`src/rtl/core_run_ctrl_pkg.sv`:
```
// Shared types and default parameters for the MIPS core run controller.
package core_run_pkg;

    typedef enum logic [2:0] {
        S_IDLE,
        S_HOLD,
        S_RUN,
        S_DONE,
        S_TIMEOUT
    } run_state_t;

    localparam int DEF_PC_W        = 32;
    localparam int DEF_CNT_W       = 16;
    localparam int DEF_RST_CYCLES  = 1;
    localparam int DEF_MAX_CYCLES  = 10;
    localparam int DEF_HALT_REPEAT = 2;

endpackage

```
`src/rtl/core_run_ctrl_if.sv`:
```
// Control and observation bundle between the run controller and its user.
interface core_run_ctrl_if
    import core_run_pkg::*;
#(
    parameter int PC_W  = DEF_PC_W,
    parameter int CNT_W = DEF_CNT_W
);
    logic             start;
    logic [PC_W-1:0]  pc;
    logic             mem_we;
    logic             reg_we;
    logic             core_rst;
    logic             run;
    logic             done;
    logic             timeout;
    logic [CNT_W-1:0] cycles;
    logic [CNT_W-1:0] branches;
    logic [CNT_W-1:0] stores;
    logic [CNT_W-1:0] writes;

    modport master (
        output start, pc, mem_we, reg_we,
        input  core_rst, run, done, timeout,
        input  cycles, branches, stores, writes
    );

    modport slave (
        input  start, pc, mem_we, reg_we,
        output core_rst, run, done, timeout,
        output cycles, branches, stores, writes
    );
endinterface

```
`src/rtl/sat_counter.sv`:
```
// Event counter with synchronous clear that sticks at all-ones.
module sat_counter #(
    parameter int W = 16
) (
    input  logic         clk,
    input  logic         rst,
    input  logic         clr,
    input  logic         inc,
    output logic [W-1:0] o_q
);
    always_ff @(posedge clk or negedge rst) begin
        if (!rst) begin
            o_q <= '0;
        end else if (clr) begin
            o_q <= '0;
        end else if (inc && (o_q != '1)) begin
            o_q <= o_q + W'(1);
        end
    end
endmodule

```
`src/rtl/core_run_ctrl.sv`:
```
// Start-triggered reset/run/halt sequencer with event counters for the core.
module core_run_ctrl
    import core_run_pkg::*;
#(
    parameter int PC_W        = DEF_PC_W,
    parameter int CNT_W       = DEF_CNT_W,
    parameter int RST_CYCLES  = DEF_RST_CYCLES,
    parameter int MAX_CYCLES  = DEF_MAX_CYCLES,
    parameter int HALT_REPEAT = DEF_HALT_REPEAT
) (
    input logic            clk,
    input logic            rst,
    core_run_ctrl_if.slave bus
);
    localparam int HOLD_W = (RST_CYCLES > 1) ? $clog2(RST_CYCLES) : 1;
    localparam int REP_W  = $clog2(HALT_REPEAT + 1);

    run_state_t      r_state;
    logic [HOLD_W-1:0] r_hold;
    logic [REP_W-1:0]  r_rep;
    logic [PC_W-1:0]   r_prev_pc;
    logic              r_first;
    logic              r_core_rst;
    logic              r_run;
    logic              r_done;
    logic              r_timeout;

    logic              w_in_run;
    logic              w_clr;
    logic              w_same;
    logic              w_seq;
    logic              w_branch;
    logic [REP_W-1:0]  w_rep_nx;
    logic              w_halt;
    logic              w_budget;

    assign w_in_run = (r_state == S_RUN);
    assign w_clr    = bus.start && (r_state == S_IDLE ||
                                    r_state == S_DONE ||
                                    r_state == S_TIMEOUT);
    assign w_same   = (bus.pc == r_prev_pc);
    assign w_seq    = (bus.pc == r_prev_pc + PC_W'(4));
    assign w_branch = w_in_run && !r_first && !w_same && !w_seq;
    assign w_rep_nx = (r_first || !w_same) ? '0 : r_rep + REP_W'(1);
    assign w_halt   = (w_rep_nx == REP_W'(HALT_REPEAT));
    // Cycle counter still holds the pre-increment value this cycle.
    assign w_budget = (bus.cycles == CNT_W'(MAX_CYCLES - 1));

    always_ff @(posedge clk or negedge rst) begin
        if (!rst) begin
            r_state    <= S_IDLE;
            r_hold     <= '0;
            r_rep      <= '0;
            r_prev_pc  <= '0;
            r_first    <= 1'b1;
            r_core_rst <= 1'b1;
            r_run      <= 1'b0;
            r_done     <= 1'b0;
            r_timeout  <= 1'b0;
        end else begin
            case (r_state)
                S_IDLE, S_DONE, S_TIMEOUT: begin
                    if (bus.start) begin
                        r_state   <= S_HOLD;
                        r_hold    <= '0;
                        r_done    <= 1'b0;
                        r_timeout <= 1'b0;
                    end
                end
                S_HOLD: begin
                    if (r_hold == HOLD_W'(RST_CYCLES - 1)) begin
                        r_state    <= S_RUN;
                        r_core_rst <= 1'b0;
                        r_run      <= 1'b1;
                        r_first    <= 1'b1;
                        r_rep      <= '0;
                    end else begin
                        r_hold <= r_hold + HOLD_W'(1);
                    end
                end
                S_RUN: begin
                    r_prev_pc <= bus.pc;
                    r_first   <= 1'b0;
                    r_rep     <= w_rep_nx;
                    if (w_halt) begin
                        r_state    <= S_DONE;
                        r_done     <= 1'b1;
                        r_run      <= 1'b0;
                        r_core_rst <= 1'b1;
                    end else if (w_budget) begin
                        r_state    <= S_TIMEOUT;
                        r_timeout  <= 1'b1;
                        r_run      <= 1'b0;
                        r_core_rst <= 1'b1;
                    end
                end
                default: begin
                    r_state <= S_IDLE;
                end
            endcase
        end
    end

    sat_counter #(.W(CNT_W)) u_cycles (
        .clk(clk), .rst(rst), .clr(w_clr),
        .inc(w_in_run), .o_q(bus.cycles)
    );
    sat_counter #(.W(CNT_W)) u_branches (
        .clk(clk), .rst(rst), .clr(w_clr),
        .inc(w_branch), .o_q(bus.branches)
    );
    sat_counter #(.W(CNT_W)) u_stores (
        .clk(clk), .rst(rst), .clr(w_clr),
        .inc(w_in_run && bus.mem_we), .o_q(bus.stores)
    );
    sat_counter #(.W(CNT_W)) u_writes (
        .clk(clk), .rst(rst), .clr(w_clr),
        .inc(w_in_run && bus.reg_we), .o_q(bus.writes)
    );

    assign bus.core_rst = r_core_rst;
    assign bus.run      = r_run;
    assign bus.done     = r_done;
    assign bus.timeout  = r_timeout;
endmodule

```
`src/flat_wrapper.sv`:
```
// flat-port wrapper written by rule: the top's interface ports become plain ports
module core_run_ctrl_flat import core_run_pkg::*;
#(
    parameter int PC_W        = DEF_PC_W,
    parameter int CNT_W       = DEF_CNT_W,
    parameter int RST_CYCLES  = DEF_RST_CYCLES,
    parameter int MAX_CYCLES  = DEF_MAX_CYCLES,
    parameter int HALT_REPEAT = DEF_HALT_REPEAT
)
  (clk, rst, bus_start, bus_pc, bus_mem_we, bus_reg_we, bus_core_rst, bus_run, bus_done, bus_timeout, bus_cycles, bus_branches, bus_stores, bus_writes);
  core_run_ctrl_if #(.PC_W(PC_W), .CNT_W(CNT_W)) bus_i ();
  input logic clk;
  input logic rst;
  input wire logic [$bits(bus_i.start)-1:0] bus_start;
  input wire logic [$bits(bus_i.pc)-1:0] bus_pc;
  input wire logic [$bits(bus_i.mem_we)-1:0] bus_mem_we;
  input wire logic [$bits(bus_i.reg_we)-1:0] bus_reg_we;
  output wire logic [$bits(bus_i.core_rst)-1:0] bus_core_rst;
  output wire logic [$bits(bus_i.run)-1:0] bus_run;
  output wire logic [$bits(bus_i.done)-1:0] bus_done;
  output wire logic [$bits(bus_i.timeout)-1:0] bus_timeout;
  output wire logic [$bits(bus_i.cycles)-1:0] bus_cycles;
  output wire logic [$bits(bus_i.branches)-1:0] bus_branches;
  output wire logic [$bits(bus_i.stores)-1:0] bus_stores;
  output wire logic [$bits(bus_i.writes)-1:0] bus_writes;
  assign bus_i.start = bus_start;
  assign bus_i.pc = bus_pc;
  assign bus_i.mem_we = bus_mem_we;
  assign bus_i.reg_we = bus_reg_we;
  assign bus_core_rst = bus_i.core_rst;
  assign bus_run = bus_i.run;
  assign bus_done = bus_i.done;
  assign bus_timeout = bus_i.timeout;
  assign bus_cycles = bus_i.cycles;
  assign bus_branches = bus_i.branches;
  assign bus_stores = bus_i.stores;
  assign bus_writes = bus_i.writes;
  core_run_ctrl #(.PC_W(PC_W), .CNT_W(CNT_W), .RST_CYCLES(RST_CYCLES), .MAX_CYCLES(MAX_CYCLES), .HALT_REPEAT(HALT_REPEAT)) u_core (.clk(clk), .rst(rst), .bus(bus_i));
endmodule
```
`config.mk`:
```
export PLATFORM = sky130hd
export DESIGN_NAME = core_run_ctrl_flat
export DESIGN_NICKNAME = d
export VERILOG_FILES = /design/src/rtl/core_run_ctrl_pkg.sv /design/src/rtl/core_run_ctrl_if.sv /design/src/rtl/sat_counter.sv /design/src/rtl/core_run_ctrl.sv /design/src/flat_wrapper.sv
export SDC_FILE = /design/constraint.sdc
export NUM_CORES = 1
export LEC_CHECK = 0
export CAP_MARGIN = 10
export CORE_ASPECT_RATIO = 0.9
export CORE_MARGIN = 10
export CORE_UTILIZATION = 58
export DETAILED_ROUTE_END_ITERATION = 10
export PLACE_DENSITY = 0.86
export SETUP_SLACK_MARGIN = 0.4
export SYNTH_ARGS = -nofsm -noshare
export SYNTH_HDL_FRONTEND = slang
export SYNTH_SLANG_ARGS = --single-unit
export TNS_END_PERCENT = 30
```
`constraint.sdc`:
```
create_clock -name clk -period 6.2 [get_ports clk]
set_clock_uncertainty 0.15 [all_clocks]
set_input_delay 1.24 -clock clk [delete_from_list [all_inputs] [get_ports clk]]
set_output_delay 1.24 -clock clk [all_outputs]
set_load 0.1 [all_outputs]
```
==> results.sh, run 1 <==
export IMPL_fmax_mhz=223
export IMPL_clkLatencyLatePin_ns=0.35
export IMPL_drtAntennaViolNets=0
export IMPL_die_area_um2=15300
export IMPL_post_drt_wl_per_cell_um=18.5
export IMPL_placed_wire_length_estimate_after_detailed_placement_um=12000
export IMPL_n_fill_cell=741
export IMPL_fin_hold_ws_ns=0.345
export IMPL_max_cap_violations=0
export IMPL_portBuffers=104
export IMPL_synth_cell_types=69
export IMPL_finalNonFillerCells=887
export IMPL_gpl_final_weighted_congestion=0.900
export IMPL_synth_top_cell_area_share=0.417
export IMPL_dp_slack_ns=1.45
export IMPL_synth_nets=700
export IMPL_grt_util_all_layers=0.210
export IMPL_start_util=0.602
export IMPL_rows=35
export IMPL_postSynthAreaPerCell_um2=9.50
export IMPL_min_period_ns=4.48
export IMPL_inserted_diodes=0
export IMPL_critPathMostFrequentCell="sky130_fd_sc_hd__or4_1"
export IMPL_cts_resized=0
export IMPL_max_slew_worst_pin_slew_ns=1.09
export IMPL_drc=0
export IMPL_vias=5521
export IMPL_number_of_buffers_on_the_longest_clock_path=2
export IMPL_power_static_leakage_nw=3.04
export IMPL_synth_async_reset_ratio=1.00
export IMPL_ys_top_cells_by_area="sky130_fd_sc_hd__dfrtp_1 (42%), sky130_fd_sc_hd__xor2_1 (6.0%), sky130_fd_sc_hd__mux2_2 (5.4%)"
export IMPL_hold_path_startpoint="u_core.bus.run"
export IMPL_initial_antenna_violation_count=0
export IMPL_synth_top_flop_cell="sky130_fd_sc_hd__dfrtp_1"
export IMPL_worst_endpoint_required_ns=6.26
export IMPL_unrepaired_setup_endpoints_after_global_routing="false"
export IMPL_critical_path_top_delay_family="simple AND/OR/NAND/NOR gates"
export IMPL_r2r_start="u_core.r_prev_pc[9]"
export IMPL_synth_largest_area_cell="sky130_fd_sc_hd__dfrtp_1"
export IMPL_cts_post_setup_buffers_inserted=0
export IMPL_layout_drive_gt1_share=0.0989
export IMPL_combined_area_of_all_synthesized_cells_um2=6240
export IMPL_yosys_warnings=0
export IMPL_syn_to_final_growth_pct=23.4
export IMPL_first_iter_violations=616
export IMPL_worstSetupStartpoint="bus_pc[10]"
export IMPL_endpoint_kind="flip-flop"
export IMPL_synth_ff_latch_count=106
export IMPL_timing_rr_end="u_core.u_branches.o_q[12]"
export IMPL_yosysSeqAreaShare=0.425
export IMPL_number_of_clock_sinks_seen_by_cts=106
export IMPL_inserted_clock_buffers=9
export IMPL_timing_final_ws_setup_ns=1.72
export IMPL_outcome="complete, no violations"
export IMPL_worstPathArrival_ns=4.54
export IMPL_cp_start_kind="input pin"
export IMPL_timing_final_hold_violations=0
export IMPL_tritoncts="yes"
export IMPL_design_portCount=105
export IMPL_first_global_vias=5346
export IMPL_maxSlewViolCount=0
export IMPL_post_detailed_routing_wire_length_um=16400
export IMPL_grt_pass1_wl_um=26800
export IMPL_reg2regPathDepth=9
export IMPL_root_cell_of_the_clock_tree="sky130_fd_sc_hd__clkbuf_16"
export IMPL_timing_final_setup_violations=0
export IMPL_cts_hold_fix_buffers=0
export IMPL_gr_total_overflow=0
export IMPL_endpoint="u_core.r_state[2]"
export IMPL_mostFrequentLayoutCell="sky130_fd_sc_hd__dfrtp_1"
export IMPL_cp_num_buf_inv=1
export IMPL_count_of_tritonroute_iterations_in_the_first_routing_pass=5
export IMPL_number_of_cells_on_the_critical_path=9
export IMPL_cpPeakStageDelay_ns=0.61
export IMPL_fp_dieW_um=129
export IMPL_peakVddDrop_mv=0.391
export IMPL_core_area_um2=10400
export IMPL_largest_net_degree_at_the_start_of_global_routing=64
export IMPL_setup_tns_final_ns=0
export IMPL_worstHoldPathType="reg -> reg"
export IMPL_postSynthCellCount=657
export IMPL_regToRegSetupSlack_ns=2.36
export IMPL_cts_clk_slew_worst_paths_ns=0.07
export IMPL_power_density_nw_per_um2=388
export IMPL_slew_headroom=0.275
export IMPL_final_util=0.743
export IMPL_timing_critical_path_fanout_max=5
export IMPL_critical_path_cell_by_cell="clkdlybuf4s50_1 > xor2_1 > or4_1 > or4_1 > or4_1 > nor4b_2 > nor2_1 > a31oi_1 > nor2_1"
export IMPL_place_detailed_instances=871
export IMPL_number_of_enable_flip_flop_cells_after_synthesis=0
export IMPL_timing_setup_critical_path_class="in -> reg"
export IMPL_period_share=0.722
export IMPL_cts_htree_levels=3
export IMPL_layout_common_cells="sky130_fd_sc_hd__dfrtp_1 (104), sky130_fd_sc_hd__clkdlybuf4s50_1 (103), sky130_fd_sc_hd__nor2_1 (59)"
export IMPL_die_h_um=118
export IMPL_routed_via_density=6.22
export IMPL_min_delay_path_depth=2
export IMPL_num_nets_final=796
export IMPL_cp_slowest_cell="sky130_fd_sc_hd__or4_1"
cell usage after synthesis, types with 3 or more instances:
| cell | count |
|---|---|
| sky130_fd_sc_hd__a21oi_1 | 19 |
| sky130_fd_sc_hd__a21oi_2 | 5 |
| sky130_fd_sc_hd__a31oi_1 | 8 |
| sky130_fd_sc_hd__and2_1 | 7 |
| sky130_fd_sc_hd__and3_1 | 18 |
| sky130_fd_sc_hd__and4_1 | 10 |
| sky130_fd_sc_hd__buf_2 | 3 |
| sky130_fd_sc_hd__clkbuf_1 | 17 |
| sky130_fd_sc_hd__dfrtp_1 | 104 |
| sky130_fd_sc_hd__ha_1 | 6 |
| sky130_fd_sc_hd__inv_1 | 15 |
| sky130_fd_sc_hd__mux2_2 | 30 |
| sky130_fd_sc_hd__mux2i_1 | 5 |
| sky130_fd_sc_hd__nand2_1 | 53 |
| sky130_fd_sc_hd__nand3_1 | 31 |
| sky130_fd_sc_hd__nand4_1 | 24 |
| sky130_fd_sc_hd__nor2_1 | 59 |
| sky130_fd_sc_hd__nor2b_1 | 7 |
| sky130_fd_sc_hd__nor3_1 | 15 |
| sky130_fd_sc_hd__nor4_1 | 6 |
| sky130_fd_sc_hd__nor4b_1 | 4 |
| sky130_fd_sc_hd__o211ai_1 | 7 |
| sky130_fd_sc_hd__o21a_1 | 3 |
| sky130_fd_sc_hd__o21ai_0 | 33 |
| sky130_fd_sc_hd__o21ai_2 | 3 |
| sky130_fd_sc_hd__o22ai_1 | 4 |
| sky130_fd_sc_hd__o31ai_1 | 9 |
| sky130_fd_sc_hd__or3_1 | 16 |
| sky130_fd_sc_hd__or4_1 | 13 |
| sky130_fd_sc_hd__xnor2_1 | 31 |
| sky130_fd_sc_hd__xor2_1 | 43 |
worst min path at each step:
stage | end | slack (ns)
3_5_place_dp | u_core.bus.run | 0.33
5_1_grt | u_core.bus.run | 0.36
3_3_place_gp | u_core.bus.run | 0.32
4_1_cts | u_core.bus.run | 0.34
2_1_floorplan | u_core.r_state[1] | 0.34
6_report | u_core.bus.run | 0.34
sequential cells by signal (all words and copies together), names as in the netlist:
signal                 cells
u_core.bus.done            1
u_core.bus.timeout         1
u_core.r_first             1
u_core.u_branches.o_q     16
u_core.u_cycles.o_q       16
u_core.u_stores.o_q       16
u_core.r_state             3
u_core.bus.core_rst        1
u_core.u_writes.o_q       16
u_core.r_rep               2
u_core.bus.run             1
u_core.r_prev_pc          32
kinds of logic after synthesis:
group / share of synthesized area
mux: 0.0621
compound gates: 0.132
buf+inv: 0.0303
fa+ha+maj: 0.0120
xor+xnor: 0.104
flops: 0.425
simple gates: 0.235
metal layers:
layer,vias up,global-route usage,share of wire
li1,2598,-,-
met1,2660,0.276,0.43
met2,226,0.337,0.47
met3,37,0.0559,0.081
met4,0,0.0504,0.017
met5,-,0,0
layout make-up:
type / instances / area, um2 / area share
Timing Repair Buffer: 110 / 1080 / 0.141
Tap cell: 129 / 161 / 0.0209
Multi-Input combinational cell: 510 / 3420 / 0.443
Inverter: 16 / 60.1 / 0.00779
Clock inverter: 4 / 73.8 / 0.00958
Sequential cell: 106 / 2660 / 0.344
Clock buffer: 12 / 256 / 0.0333
per-stage QoR:
stage / area, um2 / total power [W]
final: 7710 / 0.00299
after global routing: 7710 / 0.00315
after CTS: 7710 / 0.00299
after detailed placement: 7380 / 0.00235
after global placement: 7380 / 0.00230
after floorplan: 6240 / 0.00204
worst min-delay path: stages (launching register included):
cell and delay, ns:
sky130_fd_sc_hd__dfrtp_1 0.35, sky130_fd_sc_hd__nand2_1 0.05, sky130_fd_sc_hd__o21ai_0 0.06
power by group:
group / switching (W) / internal (W)
sequential: 0.000248 / 0.000847
clock: 0.000251 / 0.000376
combinational: 0.000784 / 0.000483
Note: power is estimated with default switching activity, not from simulation.
==> run 2, diff against run 1 <==
--- a/config.mk
+++ b/config.mk
@@ -8,9 +8,9 @@
 export CAP_MARGIN = 10
 export CORE_ASPECT_RATIO = 0.9
 export CORE_MARGIN = 10
-export CORE_UTILIZATION = 58
+export CORE_UTILIZATION = 54
 export DETAILED_ROUTE_END_ITERATION = 10
-export PLACE_DENSITY = 0.86
+export PLACE_DENSITY = 0.81
 export SETUP_SLACK_MARGIN = 0.4
 export SYNTH_ARGS = -nofsm -noshare
 export SYNTH_HDL_FRONTEND = slang
==> constraint.sdc (replaced) <==
create_clock -name clk -period 4.2 [get_ports clk]
set_clock_uncertainty 0.15 [all_clocks]
set_input_delay 0.84 -clock clk [delete_from_list [all_inputs] [get_ports clk]]
set_output_delay 0.84 -clock clk [all_outputs]
set_load 0.1 [all_outputs]
==> results.sh, run 2 (same netlist as run 1, synthesis figures left out) <==
export IMPL_layout_common_cells="sky130_fd_sc_hd__dfrtp_1 (104), sky130_fd_sc_hd__clkdlybuf4s50_1 (100), sky130_fd_sc_hd__nor2_1 (59)"
export IMPL_drtAntennaViolNets=0
export IMPL_worst_endpoint_required_ns=4.31
export IMPL_root_cell_of_the_clock_tree="sky130_fd_sc_hd__clkbuf_16"
export IMPL_gpl_final_weighted_congestion=0.944
export IMPL_fin_hold_ws_ns=0.345
export IMPL_fmax_mhz=267
export IMPL_die_area_um2=16300
export IMPL_registers_top_by_ff_count="u_core.r_prev_pc"
export IMPL_cp_slowest_cell="sky130_fd_sc_hd__clkdlybuf4s50_1"
export IMPL_max_slew_worst_pin_slew_ns=1.11
export IMPL_cpPeakStageDelay_ns=0.53
export IMPL_power_density_nw_per_um2=587
export IMPL_timing_critical_path_fanout_max=9
export IMPL_setup_tns_final_ns=0
export IMPL_worstHoldPathType="reg -> reg"
export IMPL_slew_headroom=0.260
export IMPL_core_area_um2=11400
export IMPL_inserted_diodes=0
export IMPL_cp_start_kind="input pin"
export IMPL_die_h_um=122
export IMPL_portBuffers=104
export IMPL_timing_setup_critical_path_class="in -> reg"
export IMPL_routed_via_density=5.85
export IMPL_vias=5545
export IMPL_syn_to_final_growth_pct=30.3
export IMPL_critical_path_top_delay_family="simple AND/OR/NAND/NOR gates"
export IMPL_fp_dieW_um=133
export IMPL_power_static_leakage_nw=3.27
export IMPL_grt_pass1_wl_um=28100
export IMPL_post_drt_wl_per_cell_um=18.2
export IMPL_largest_register_ff_count=32
export IMPL_worstPathArrival_ns=3.85
export IMPL_count_of_tritonroute_iterations_in_the_first_routing_pass=5
export IMPL_rows=37
export IMPL_grt_util_all_layers=0.209
export IMPL_place_detailed_instances=925
export IMPL_num_nets_final=830
export IMPL_cts_htree_levels=3
export IMPL_inserted_clock_buffers=9
export IMPL_layout_drive_gt1_share=0.150
export IMPL_unrepaired_setup_endpoints_after_global_routing="true"
export IMPL_design_portCount=105
export IMPL_peakVddDrop_mv=0.484
export IMPL_drc=0
export IMPL_timing_final_setup_violations=0
export IMPL_number_of_buffers_on_the_longest_clock_path=2
export IMPL_max_cap_violations=0
export IMPL_maxSlewViolCount=0
export IMPL_cts_clk_slew_worst_paths_ns=0.07
export IMPL_cp_num_buf_inv=4
export IMPL_placed_wire_length_estimate_after_detailed_placement_um=12300
export IMPL_outcome="complete, no violations"
export IMPL_largest_net_degree_at_the_start_of_global_routing=62
export IMPL_initial_antenna_violation_count=0
export IMPL_mostFrequentLayoutCell="sky130_fd_sc_hd__dfrtp_1"
export IMPL_multi_input_comb_area_um2=3500
export IMPL_seqCellArea_um2=2660
export IMPL_post_detailed_routing_wire_length_um=17300
export IMPL_finalPower_w=0.00477
export IMPL_min_period_ns=3.74
export IMPL_start_util=0.548
export IMPL_first_iter_violations=381
export IMPL_first_global_vias=5547
export IMPL_endpoint_kind="flip-flop"
export IMPL_clkLatencyLatePin_ns=0.36
export IMPL_gr_total_overflow=0
export IMPL_n_fill_cell=885
export IMPL_number_of_clock_sinks_seen_by_cts=106
export IMPL_period_share=0.890
export IMPL_critical_path_cell_by_cell="clkdlybuf4s50_1 > xor2_2 > nor4bb_1 > o211ai_1 > or4_1 > or3_4 > o41ai_4 > buf_4 > buf_12 > buf_12 > o211ai_1 > o31ai_1"
export IMPL_tritoncts="yes"
export IMPL_finalNonFillerCells=948
export IMPL_timing_final_hold_violations=0
-- run 2: cell count changes in the layout (fill, tap and decap cells not counted), moves of 2 or more --
cell                              previous run  this run
sky130_fd_sc_hd__or4_4                       0         3
sky130_fd_sc_hd__xor2_1                     43        39
sky130_fd_sc_hd__or4_1                      13        10
sky130_fd_sc_hd__xor2_2                      0         4
sky130_fd_sc_hd__dlymetal6s2s_1              0         3
sky130_fd_sc_hd__buf_4                       7        37
sky130_fd_sc_hd__clkbuf_8                    2         0
sky130_fd_sc_hd__buf_12                      0         2
sky130_fd_sc_hd__clkdlybuf4s50_1           103       100
-- run 2: cell type report --
| type | instances | share of cell area |
|---|---|---|
| multi-input combinational | 511 | 0.430 |
| sequential | 106 | 0.326 |
| timing repair buffer | 143 | 0.170 |
| clock buffer | 9 | 0.0277 |
| tap | 156 | 0.0240 |
| clock inverter | 7 | 0.0143 |
| inverter | 16 | 0.00738 |
-- run 2: what timing repair did --
action / CTS / global route
pin swaps: 2 / 1
setup endpoints to repair: 16 / 19
setup buffers: 3 / 2
hold buffers: 0 / 0
resized for setup: 3 / 12
cloned: 1 / 1
hold endpoints to repair: 0 / 0
-- run 2: report_power, final --
| part | internal [W] | total (W) | switching, W |
|---|---|---|---|
| Combinational | 0.000924 | 0.00221 | 0.00129 |
| Sequential | 0.00125 | 0.00158 | 0.000332 |
| Clock | 0.000583 | 0.000981 | 0.000397 |
-- run 2: metal layers --
| layer | vias up | part of all wire | track usage |
|---|---|---|---|
| met5 | - | 0 | 0 |
| met4 | 0 | 0.010 | 0.0523 |
| met3 | 17 | 0.063 | 0.0691 |
| met2 | 162 | 0.48 | 0.335 |
| met1 | 2711 | 0.45 | 0.269 |
| li1 | 2655 | - | - |
-- run 2: worst paths after layout --
path,start,end,slack (ns),cells past startpoint
worst max-delay path,bus_pc[2],u_core.u_branches.o_q[9],0.46,12
worst min-delay path,u_core.bus.core_rst,u_core.bus.core_rst,0.34,2
worst max register to register,u_core.r_prev_pc[2],u_core.u_branches.o_q[9],0.58,12
worst min register to register,u_core.bus.core_rst,u_core.bus.core_rst,0.34,2
max in group asynchronous,rst,u_core.u_cycles.o_q[6],2.68,2
min in group asynchronous,rst,u_core.r_prev_pc[3],0.40,1
-- run 2: worst reg2reg max path, cell delays in order, from the launching register on --
cell,delay [ns]
sky130_fd_sc_hd__dfrtp_1,0.46
sky130_fd_sc_hd__ha_1,0.24
sky130_fd_sc_hd__nand3_1,0.11
sky130_fd_sc_hd__nor2_1,0.39
sky130_fd_sc_hd__a31oi_1,0.23
sky130_fd_sc_hd__or4_1,0.56
sky130_fd_sc_hd__or3_4,0.45
sky130_fd_sc_hd__o41ai_4,0.32
sky130_fd_sc_hd__buf_4,0.19
sky130_fd_sc_hd__buf_12,0.12
sky130_fd_sc_hd__buf_12,0.11
sky130_fd_sc_hd__o211ai_1,0.08
sky130_fd_sc_hd__o31ai_1,0.09
-- run 2: per-stage QoR --
step	worst slack [ns]	instance area (um2)	utilization
finish	0.461	8140	0.714
CTS	0.425	8040	0.706
global placement	-0.451	7630	0.670
floorplan	0.618	6240	-
detailed placement	-0.538	7630	0.670
global route	0.363	8140	0.714
==> run 3, diff against run 2 <==
==> constraint.sdc (replaced) <==
create_clock -name clk -period 4 [get_ports clk]
set_clock_uncertainty 0.15 [all_clocks]
set_input_delay 0.8 -clock clk [delete_from_list [all_inputs] [get_ports clk]]
set_output_delay 0.8 -clock clk [all_outputs]
set_load 0.1 [all_outputs]
==> results.sh, run 3 (same netlist as run 1, synthesis figures left out) <==
export IMPL_hold_path_startpoint="u_core.bus.run"
export IMPL_largest_register_ff_count=32
export IMPL_setup_tns_final_ns=0
export IMPL_root_cell_of_the_clock_tree="sky130_fd_sc_hd__clkbuf_16"
export IMPL_portBuffers=104
export IMPL_num_nets_final=843
export IMPL_finalPower_w=0.00504
export IMPL_initial_antenna_violation_count=0
export IMPL_worstHoldEndpoint="u_core.bus.run"
export IMPL_largest_net_degree_at_the_start_of_global_routing=57
export IMPL_core_area_um2=11400
export IMPL_power_frac_comb=0.485
export IMPL_drc=0
export IMPL_min_period_ns=3.56
export IMPL_start_util=0.548
export IMPL_number_of_buffers_on_the_longest_clock_path=2
export IMPL_timing_setup_critical_path_class="in -> reg"
export IMPL_finalNonFillerCells=961
export IMPL_gpl_final_weighted_congestion=0.930
export IMPL_outcome="complete, no violations"
export IMPL_worstHoldPathType="reg -> reg"
export IMPL_drtAntennaViolNets=0
export IMPL_placed_wire_length_estimate_after_detailed_placement_um=12700
export IMPL_rows=37
export IMPL_regToRegSetupSlack_ns=0.65
export IMPL_timing_critical_path_fanout_max=10
export IMPL_die_h_um=122
export IMPL_cpPeakStageDelay_ns=0.55
export IMPL_reg2regPathDepth=10
export IMPL_n_fill_cell=873
export IMPL_cp_slowest_cell="sky130_fd_sc_hd__or4_4"
export IMPL_inserted_diodes=0
export IMPL_grt_util_all_layers=0.215
export IMPL_first_global_vias=5761
export IMPL_first_iter_violations=463
export IMPL_critPathMostFrequentCell="sky130_fd_sc_hd__or4_4"
export IMPL_max_cap_violations=0
export IMPL_vias=5678
export IMPL_cp_start_kind="input pin"
export IMPL_mostFrequentLayoutCell="sky130_fd_sc_hd__dfrtp_1"
export IMPL_tritoncts="yes"
export IMPL_switchingPower_w=0.00217
export IMPL_timing_final_setup_violations=0
export IMPL_count_of_tritonroute_iterations_in_the_first_routing_pass=5
export IMPL_critical_path_top_delay_family="simple AND/OR/NAND/NOR gates"
export IMPL_fp_dieW_um=133
export IMPL_endpoint_kind="flip-flop"
export IMPL_post_drt_wl_per_cell_um=18.5
export IMPL_syn_to_final_growth_pct=32.3
export IMPL_r2r_start="u_core.r_prev_pc[23]"
export IMPL_timing_rr_end="u_core.u_branches.o_q[9]"
export IMPL_seqCellArea_um2=2660
export IMPL_timing_final_hold_violations=0
export IMPL_internal_power_w=0.00287
export IMPL_switching_share=0.430
export IMPL_max_slew_worst_pin_slew_ns=1.04
export IMPL_worst_endpoint_required_ns=4.11
export IMPL_unrepaired_setup_endpoints_after_global_routing="false"
export IMPL_maxSlewViolCount=0
export IMPL_layout_drive_gt1_share=0.174
export IMPL_routed_via_density=5.91
export IMPL_layout_common_cells="sky130_fd_sc_hd__dfrtp_1 (104), sky130_fd_sc_hd__clkdlybuf4s50_1 (92), sky130_fd_sc_hd__nor2_1 (59)"
export IMPL_grt_pass1_wl_um=28800
export IMPL_design_portCount=105
export IMPL_slew_headroom=0.302
export IMPL_number_of_clock_sinks_seen_by_cts=106
export IMPL_peakVddDrop_mv=0.496
export IMPL_worstPathArrival_ns=3.67
export IMPL_critical_path_cell_by_cell="clkdlybuf4s50_1 > xnor2_1 > buf_4 > nand4_1 > or4_4 > or4_4 > o2111a_2 > o41ai_4 > buf_6 > buf_12 > o211ai_1 > o31ai_1"
export IMPL_clkLatencyLatePin_ns=0.36
export IMPL_registers_top_by_ff_count="u_core.r_prev_pc"
export IMPL_gr_total_overflow=0
export IMPL_cp_num_buf_inv=4
export IMPL_power_sequential_fraction=0.327
export IMPL_period_share=0.889
export IMPL_post_detailed_routing_wire_length_um=17700
export IMPL_inserted_clock_buffers=9
export IMPL_die_area_um2=16300
export IMPL_min_delay_path_depth=2
export IMPL_multi_input_comb_area_um2=3570
export IMPL_place_detailed_instances=937
export IMPL_fmax_mhz=281
export IMPL_cts_htree_levels=3
export IMPL_cts_clk_slew_worst_paths_ns=0.07
export IMPL_power_static_leakage_nw=3.41
export IMPL_power_density_nw_per_um2=610
export IMPL_share_clk_of_total_power=0.188
## run 3: changes by cell type in the layout (fill, tap and decap cells not counted), moves of 2 or more
cell,previous run,this run
sky130_fd_sc_hd__buf_4,37,51
sky130_fd_sc_hd__clkdlybuf4s50_1,100,92
sky130_fd_sc_hd__dlymetal6s2s_1,3,10
sky130_fd_sc_hd__clkbuf_8,0,3
sky130_fd_sc_hd__xnor2_1,31,28
sky130_fd_sc_hd__xnor2_2,0,3
sky130_fd_sc_hd__bufinv_16,3,1
sky130_fd_sc_hd__clkinv_2,2,0
sky130_fd_sc_hd__xor2_1,39,37
sky130_fd_sc_hd__xor2_2,4,6
## run 3: how the worst max path moves through the flow
stage	to	slack [ns]	cells after the start	start
floorplan	u_core.u_branches.o_q[11]	0.46	10	bus_pc[10]
global placement	u_core.u_branches.o_q[2]	-0.61	10	bus_pc[24]
detailed placement	u_core.u_branches.o_q[3]	-0.70	10	bus_pc[24]
CTS	u_core.u_branches.o_q[9]	0.40	11	bus_pc[12]
global route	u_core.u_branches.o_q[9]	0.40	12	bus_pc[26]
finish	u_core.u_branches.o_q[9]	0.44	12	bus_pc[26]
## run 3: through the flow
step / cell area, um2 / util / setup slack, ns / hold WS (ns)
2_1_floorplan: 6240 / - / 0.458 / 0.343
3_3_place_gp: 7720 / 0.678 / -0.610 / 0.313
3_5_place_dp: 7720 / 0.678 / -0.702 / 0.322
4_1_cts: 8120 / 0.713 / 0.405 / 0.338
5_1_grt: 8260 / 0.725 / 0.399 / 0.363
6_report: 8260 / 0.725 / 0.444 / 0.333
## run 3: worst min-delay path, delay by kind of cell, from the launching register on
kind	cells	cell delay [ns]
AOI/OAI and AO/OA	1	0.06
DFF	1	0.35
and+or+nand+nor	1	0.05
## run 3: layer usage
metal,track usage,routed length (um)
met2,0.345,8480
met4,0.0659,330
met5,0,0
met3,0.0716,1240
met1,0.271,7680
## run 3: area by class of cell
type                       count  area share
multi-input combinational    511       0.432
sequential                   106       0.321
timing repair buffer         156       0.178
clock buffer                  13      0.0327
tap                          156      0.0236
inverter                      16     0.00727
clock inverter                 3     0.00560
## run 3: power by group through the flow
stage / sequential [W] / combinational, W / clock [W]
6_report: 0.00165 / 0.00244 / 0.000949
5_1_grt: 0.00169 / 0.00263 / 0.00100
4_1_cts: 0.00162 / 0.00237 / 0.000962
3_5_place_dp: 0.00164 / 0.00227 / 0
3_3_place_gp: 0.00162 / 0.00221 / 0
2_1_floorplan: 0.00192 / 0.00123 / 0
## run 3: timing repair
item | in CTS | in global routing
pin swaps | 6 | 7
cloned | 2 | 0
buffers inserted | 4 | 2
hold buffers | 0 | 0
setup endpoints to repair | 23 | 21
gates resized for setup | 9 | 26
